File: config.mk
export PLATFORM = sky130hd
export DESIGN_NAME = mtl_lcd_scanout
export DESIGN_NICKNAME = d
export VERILOG_FILES = /design/src/rtl/mtl_lcd_scanout.sv
export SDC_FILE = /design/constraint.sdc
export NUM_CORES = 1
export LEC_CHECK = 0
export ABC_AREA = 1
export CAP_MARGIN = 20
export CORE_ASPECT_RATIO = 1.2
export CORE_MARGIN = 5
export CORE_UTILIZATION = 38
export DETAILED_ROUTE_END_ITERATION = 12
export HOLD_SLACK_MARGIN = 0.08
export SKIP_CTS_REPAIR_TIMING = 1
export SYNTH_ARGS = -nofsm -noshare
export SYNTH_HDL_FRONTEND = slang
export SYNTH_SLANG_ARGS = --single-unit
File: constraint.sdc
create_clock -name i_clk_lcd -period 2.06 [get_ports i_clk_lcd]
set_input_delay 0.412 -clock i_clk_lcd [delete_from_list [all_inputs] [get_ports i_clk_lcd]]
set_output_delay 0.412 -clock i_clk_lcd [all_outputs]
set_load 0.005 [all_outputs]
File: src/rtl/mtl_lcd_scanout.sv
// LCD scan-out: raster timing for the MTL panel, NES line-buffer fetch with
// 2x pixel doubling, horizontal centring with a border fill, and
// line/frame pacing strobes for the line-buffer writer.
module mtl_lcd_scanout #(
  parameter int unsigned H_TOTAL    = 1056,
  parameter int unsigned V_TOTAL    = 525,
  parameter int unsigned H_SYNC     = 30,
  parameter int unsigned V_SYNC     = 13,
  parameter int unsigned H_ACT0     = 50,
  parameter int unsigned V_ACT0     = 23,
  parameter int unsigned H_ACT      = 800,
  parameter int unsigned V_ACT      = 480,
  parameter int unsigned IMG_X0     = 144,
  parameter int unsigned IMG_W      = 512,
  parameter int unsigned IMG_H      = 480,
  parameter logic [23:0] BORDER_RGB = 24'h0
) (
  input  logic        i_clk_lcd,
  input  logic        i_rstn_lcd,
  input  logic        i_enable,
  output logic        o_rd_en,
  output logic [7:0]  o_rd_x,
  output logic [7:0]  o_rd_y,
  input  logic [23:0] i_rd_rgb,
  output logic        o_line_req,
  output logic        o_frame_start,
  output logic        o_hsd,
  output logic        o_vsd,
  output logic [23:0] o_rgb
);

  localparam int unsigned HW      = $clog2(H_TOTAL);
  localparam int unsigned VW      = $clog2(V_TOTAL);
  localparam int unsigned ACT_C1  = H_ACT0 + H_ACT;
  localparam int unsigned ACT_R1  = V_ACT0 + V_ACT;
  localparam int unsigned IMG_C0  = H_ACT0 + IMG_X0;
  localparam int unsigned IMG_C1  = IMG_C0 + IMG_W;
  localparam int unsigned IMG_R1  = V_ACT0 + IMG_H;
  localparam int unsigned LREQ_R0 = V_ACT0 - 2;
  localparam int unsigned LREQ_R1 = LREQ_R0 + IMG_H;

  logic [HW-1:0] hc_q, hc_d, s1_hc_q, s2_hc_q;
  logic [VW-1:0] vc_q, vc_d, s1_vc_q, s2_vc_q;
  logic [31:0]   hc_w, vc_w, hn_w, vn_w;
  logic          in_img, line_req_d;
  logic [7:0]    rd_x_d, rd_y_d;
  logic          s1_v_q, s2_v_q, s2_img_q;
  logic          rd_en_q, line_req_q, frame_start_q, hsd_q, vsd_q;
  logic [7:0]    rd_x_q, rd_y_q;
  logic [23:0]   rgb_q;

  assign hc_w = 32'(hc_q);
  assign vc_w = 32'(vc_q);
  assign hn_w = 32'(hc_d);
  assign vn_w = 32'(vc_d);

  // Raster counter next state; held at the origin while disabled.
  always_comb begin
    hc_d = '0;
    vc_d = '0;
    if (i_enable) begin
      if (hc_q == HW'(H_TOTAL - 1)) begin
        hc_d = '0;
        vc_d = (vc_q == VW'(V_TOTAL - 1)) ? '0 : vc_q + VW'(1);
      end else begin
        hc_d = hc_q + HW'(1);
        vc_d = vc_q;
      end
    end
  end

  // Raster counter registers (S0).
  always_ff @(posedge i_clk_lcd or negedge i_rstn_lcd) begin
    if (!i_rstn_lcd) begin
      hc_q <= '0;
      vc_q <= '0;
    end else begin
      hc_q <= hc_d;
      vc_q <= vc_d;
    end
  end

  // S0 decode: image window, doubled fetch coordinates, and the line request.
  // The request is decoded from the next counter value so the registered
  // pulse coincides with S0 column 0 of every other line starting two lines
  // ahead of the image.
  always_comb begin
    rd_x_d = '0;
    rd_y_d = '0;
    in_img = (hc_w >= H_ACT0) && (hc_w < ACT_C1) &&
             (vc_w >= V_ACT0) && (vc_w < ACT_R1) &&
             (hc_w >= IMG_C0) && (hc_w < IMG_C1) && (vc_w < IMG_R1);
    if (in_img) begin
      rd_x_d = 8'((hc_w - IMG_C0) >> 1);
      rd_y_d = 8'((vc_w - V_ACT0) >> 1);
    end
    line_req_d = (hn_w == 32'd0) && (vn_w >= LREQ_R0) && (vn_w < LREQ_R1) &&
                 (((vn_w ^ LREQ_R0) & 32'd1) == 32'd0);
  end

  // S1..S3 pipeline: fetch request, memory latency slot, pin registers.
  // Sync and colour are computed from counters delayed by the same three
  // stages, so every pin describes the same raster position.
  always_ff @(posedge i_clk_lcd or negedge i_rstn_lcd) begin
    if (!i_rstn_lcd) begin
      s1_v_q <= 1'b0; s1_hc_q <= '0; s1_vc_q <= '0;
      s2_v_q <= 1'b0; s2_hc_q <= '0; s2_vc_q <= '0; s2_img_q <= 1'b0;
      rd_en_q <= 1'b0; rd_x_q <= '0; rd_y_q <= '0;
      line_req_q <= 1'b0; frame_start_q <= 1'b0;
      hsd_q <= 1'b1; vsd_q <= 1'b1; rgb_q <= BORDER_RGB;
    end else if (!i_enable) begin
      s1_v_q <= 1'b0; s1_hc_q <= '0; s1_vc_q <= '0;
      s2_v_q <= 1'b0; s2_hc_q <= '0; s2_vc_q <= '0; s2_img_q <= 1'b0;
      rd_en_q <= 1'b0; rd_x_q <= '0; rd_y_q <= '0;
      line_req_q <= 1'b0; frame_start_q <= 1'b0;
      hsd_q <= 1'b1; vsd_q <= 1'b1; rgb_q <= BORDER_RGB;
    end else begin
      s1_v_q        <= 1'b1;
      s1_hc_q       <= hc_q;
      s1_vc_q       <= vc_q;
      rd_en_q       <= in_img;
      rd_x_q        <= rd_x_d;
      rd_y_q        <= rd_y_d;
      line_req_q    <= line_req_d;
      s2_v_q        <= s1_v_q;
      s2_hc_q       <= s1_hc_q;
      s2_vc_q       <= s1_vc_q;
      s2_img_q      <= rd_en_q;
      hsd_q         <= !(s2_v_q && (32'(s2_hc_q) < H_SYNC));
      vsd_q         <= !(s2_v_q && (32'(s2_vc_q) < V_SYNC));
      frame_start_q <= s2_v_q && (s2_hc_q == '0) && (s2_vc_q == '0);
      rgb_q         <= s2_img_q ? i_rd_rgb : BORDER_RGB;
    end
  end

  assign o_rd_en       = rd_en_q;
  assign o_rd_x        = rd_x_q;
  assign o_rd_y        = rd_y_q;
  assign o_line_req    = line_req_q;
  assign o_frame_start = frame_start_q;
  assign o_hsd         = hsd_q;
  assign o_vsd         = vsd_q;
  assign o_rgb         = rgb_q;

endmodule

==> out/qor.log <==
[worst_hold_path] hold path startpoint s1_hc_q[1]
[pwr] maximum resistive drop on vdd 0.337 mV
[layout] leading cell type in the layout, fill and taps excluded nand2_1
[pwr] cell-internal power 3250 uW
[floorplan] area of the core region 12200 um2
[critical_path] data arrival at the endpoint of the critical path 2.18 ns
[global_route] global-route usage over all layers 14.8%
[critical_path] setup slack on the worst flop-to-flop path 0.15 ns
[floorplan] Initial Utilization 39.0%
[clock_tree] CTS tree yes
[clock_tree] maximum clock insertion buffer count 2
[critical_path] start of the worst register-to-register path hc_q[1]
[clock_tree] CTS root buffer clkbuf_16
[clock_tree] clock latency of the later-clocked register in the worst-skew pair 0.34 ns
[critical_path] CP required 2.33 ns
[synth] number of synthesized register bits 111
[timing] Setup TNS Final 0 ns
[synth] Synth Net Count 581
[pwr] Leak Pwr 0.00353 uW
[routing] detailed-route vias per instance 4.50
[routing] DRC violations left 0
[critical_path] reg2reg path depth 12
[routing] number of detailed-routing iterations run before antenna repair 4
[timing] share of the clock period used by the worst path 92.7%
[routing] initial detailed-routing violation count 173
[global_route] first-pass GRT wire length 17700 um
[placed_design] final estimated routing congestion in global placement 0.862
[routing] WL per Instance 13.1 um
[pwr] net switching share of the total power 22.1%
[floorplan] Die X 112 um
[synth] xor/xnor cell area share of the yosys netlist 1.65%
[timing] Final WS setup 0.150 ns
[timing] final period demand of the worst path 1.91 ns
[timing] Worst Tran Pin Value 0.413 ns
[synth] Synth warnings 0
[layout] non-filler instance count after layout 794
[pwr] part of the power in registers 52.8%
[synth] main combinational cell family by area after synthesis simple AND/OR/NAND/NOR gates
[critical_path] category of the worst setup path capture point flip-flop
[synth] Post-Syn Area per Cell 8.71 um2
[timing] count of endpoints failing setup in the final report 0
[placed_design] count of input and output buffers 71
[worst_hold_path] end point of the worst hold path s2_hc_q[1]
[floorplan] IO Pins 72
[synth] register area share after synthesis 58.4%
[pwr] Sw Pwr 920 uW
[pwr] portion of total power attributed to combinational logic 5.1%
[layout] fin util 49.6%
[routing] Detailed Route WL 10400 um
[timing] Max-Slew Margin vs Limit 72.2%
[synth] post-synthesis mux area share 0%
[layout] nets@finish 662
[flow_run] count of max-cap constraint violations 0
[critical_path] maximum fanout along the worst path 14
[critical_path] worst flop-to-flop path endpoint o_line_req
[global_route] antenna violations before repair 0
[synth] post-synthesis adder-cell area fraction 1.84%
[layout] fraction of final layout cells with drive strength greater than 1 9.16%
[timing] fin. max-slew vios 0
[timing] final worst clock skew 0.00399 ns
[worst_hold_path] Hold WC Path Type reg -> reg
[global_route] global route total overflow 0
[critical_path] critical-path cell list ha_2 -> nand3_4 -> nor2_4 -> nand2_4 -> clkinv_2 -> nand2_1 -> nand2_1 -> nor2_1 -> nand3_1 -> nor2_1 -> nand2_1 -> nor2_1
[status] outcome finished clean
[timing] Hold Violations, Final 0
[critical_path] cell at the slowest stage of the critical path dfrtp_2
[layout] growth of design area from synthesis to finish 27.2%
[clock_tree] clock transition at the registers of the reported paths 0.07 ns
[floorplan] Die H 133 um
[synth] number of unique standard cell types used by synthesis 36
[timing] RSZ-0062 raised after global routing yes
[worst_hold_path] depth of the worst hold-timing path 2
[clock_tree] depth of the CTS H-tree 3
[critical_path] class of the most critical setup path reg -> reg
[critical_path] family with the most delay on the worst path simple AND/OR/NAND/NOR gates
[layout] commonest cells after routing, fill and taps aside nand2_1 (122), inv_1 (119), dfrtp_1 (108)
[synth] count of flip-flops with a built-in enable after synthesis 0
[floorplan] area of the die 14900 um2
[routing] total vias in the final route 3570
[placed_design] worst setup slack after placement 0.0580 ns
[critical_path] maximum single-stage delay on the critical path 0.44 ns
[pwr] P per Cell Area 688 nW/um2
[layout] antenna diode count 0
[floorplan] row count 44
[synth] proportion of register bits with asynchronous set or reset after synthesis 100%
[critical_path] startpoint type of the worst setup path flip-flop
[placed_design] total placed cells including tap cells 775
[clock_tree] number of buffers inserted during clock tree synthesis 9
[pwr] share of power burned in the clock network 42.1%
[synth] area fraction in and, or, nand and nor cells after synthesis 24.1%
[synth] netlist area before placement 4760 um2
[synth] synthesized instance count 547
[timing] Peak Freq 0.523 GHz
[global_route] vias in the first global route 3677
[routing] number of nets still failing antenna checks after routing 0
[placed_design] placed wire-length estimate 7730 um
[synth] fraction of the mapped netlist area in compound gates 2.39%
[global_route] largest net degree at the start of global routing 46
[clock_tree] clk sinks 111
[critical_path] CP Buf/Inv Count 1
[synth] predominant post-synthesis flop cell dfrtp_1
## kinds of logic after synthesis
kind of cell / Yosys count
AO/OA/AOI/OAI: 21
XOR/XNOR: 9
adder cells (fa/ha/maj): 7
buffers and inverters: 140
flip-flops: 111
AND/OR/NAND/NOR: 259
## cells in the mapped netlist, types with 2 or more instances
cell	n	area, um2
nand2_1	122	458
inv_1	119	447
dfrtp_1	109	2730
nor2_1	67	251
nand3_1	32	160
a21oi_1	13	65.1
nand4_1	11	68.8
nor3_1	8	40.0
xor2_1	8	70.1
ha_1	7	87.6
buf_1	4	15.0
buf_2	4	20.0
inv_2	4	15.0
nor4_1	4	25.0
o21ai_0	4	20.0
clkbuf_1	3	11.3
buf_6	2	22.5
clkbuf_2	2	10.0
dfstp_2	2	52.6
nand2_2	2	12.5
nand3_2	2	20.0
nor2_2	2	12.5
nor2_4	2	22.5
or2_2	2	12.5
## metrics by stage
stage          total power, uW  hold WS [ns]  cell area [um2]
2_1_floorplan             2320         0.116             4760
3_3_place_gp              2460         0.362             5700
3_5_place_dp              2460         0.360             5700
4_1_cts                   4230       -0.0141             6000
5_1_grt                   4360         0.457             6060
6_report                  4170         0.434             6060
## how the worst max path moves through the flow
stage	cells after the start	endpoint	from
detailed placement	12	o_line_req	hc_q[1]
global route	12	o_line_req	hc_q[1]
finish	12	o_line_req	hc_q[1]
global placement	12	o_line_req	hc_q[9]
floorplan	12	o_line_req	hc_q[1]
CTS	12	o_line_req	hc_q[1]
## registers in the layout, summed over array words and instances (netlist names)
register and flops:
o_frame_start 1, o_rgb 24, s2_img_q 1, o_rd_en 1
vc_q 10, s2_vc_q 10, o_rd_x 8, s1_vc_q 10
o_rd_y 8, o_hsd 1, o_line_req 1, s1_v_q 1
hc_q 11, o_vsd 1, s2_v_q 1, s1_hc_q 11
s2_hc_q 11
## area by class of cell
| cell class | instances | area [um2] |
|---|---|---|
| clock inverter | 6 | 77.6 |
| timing repair buffer | 86 | 843 |
| sequential | 111 | 2780 |
| inverter | 124 | 469 |
| multi-input combinational | 296 | 1460 |
| tap | 161 | 201 |
| fill | 1195 | 6160 |
| clock buffer | 10 | 229 |
## metal layers
metal / wire length, um / global-route usage (%) / share of wire [%]
met1: 4540 / 18.5 / 44
met2: 5090 / 24.8 / 49
met3: 528 / 3.20 / 5.1
met4: 266 / 6.28 / 2.6
met5: 0 / 0 / 0
## power groups by stage
stage	Clock, uW	Sequential [uW]	Combinational (uW)
2_1_floorplan	0	2250	77.6
3_3_place_gp	0	2240	214
3_5_place_dp	0	2240	215
4_1_cts	1810	2200	217
5_1_grt	1910	2200	242
6_report	1760	2200	213
## worst min-delay path: cells and delay by family (launching register included)
family / cells / cell delay, ns
simple gates: 1 / 0.05
flops: 1 / 0.32
buf+inv: 1 / 0.04
(Power assumes the default switching activity.)
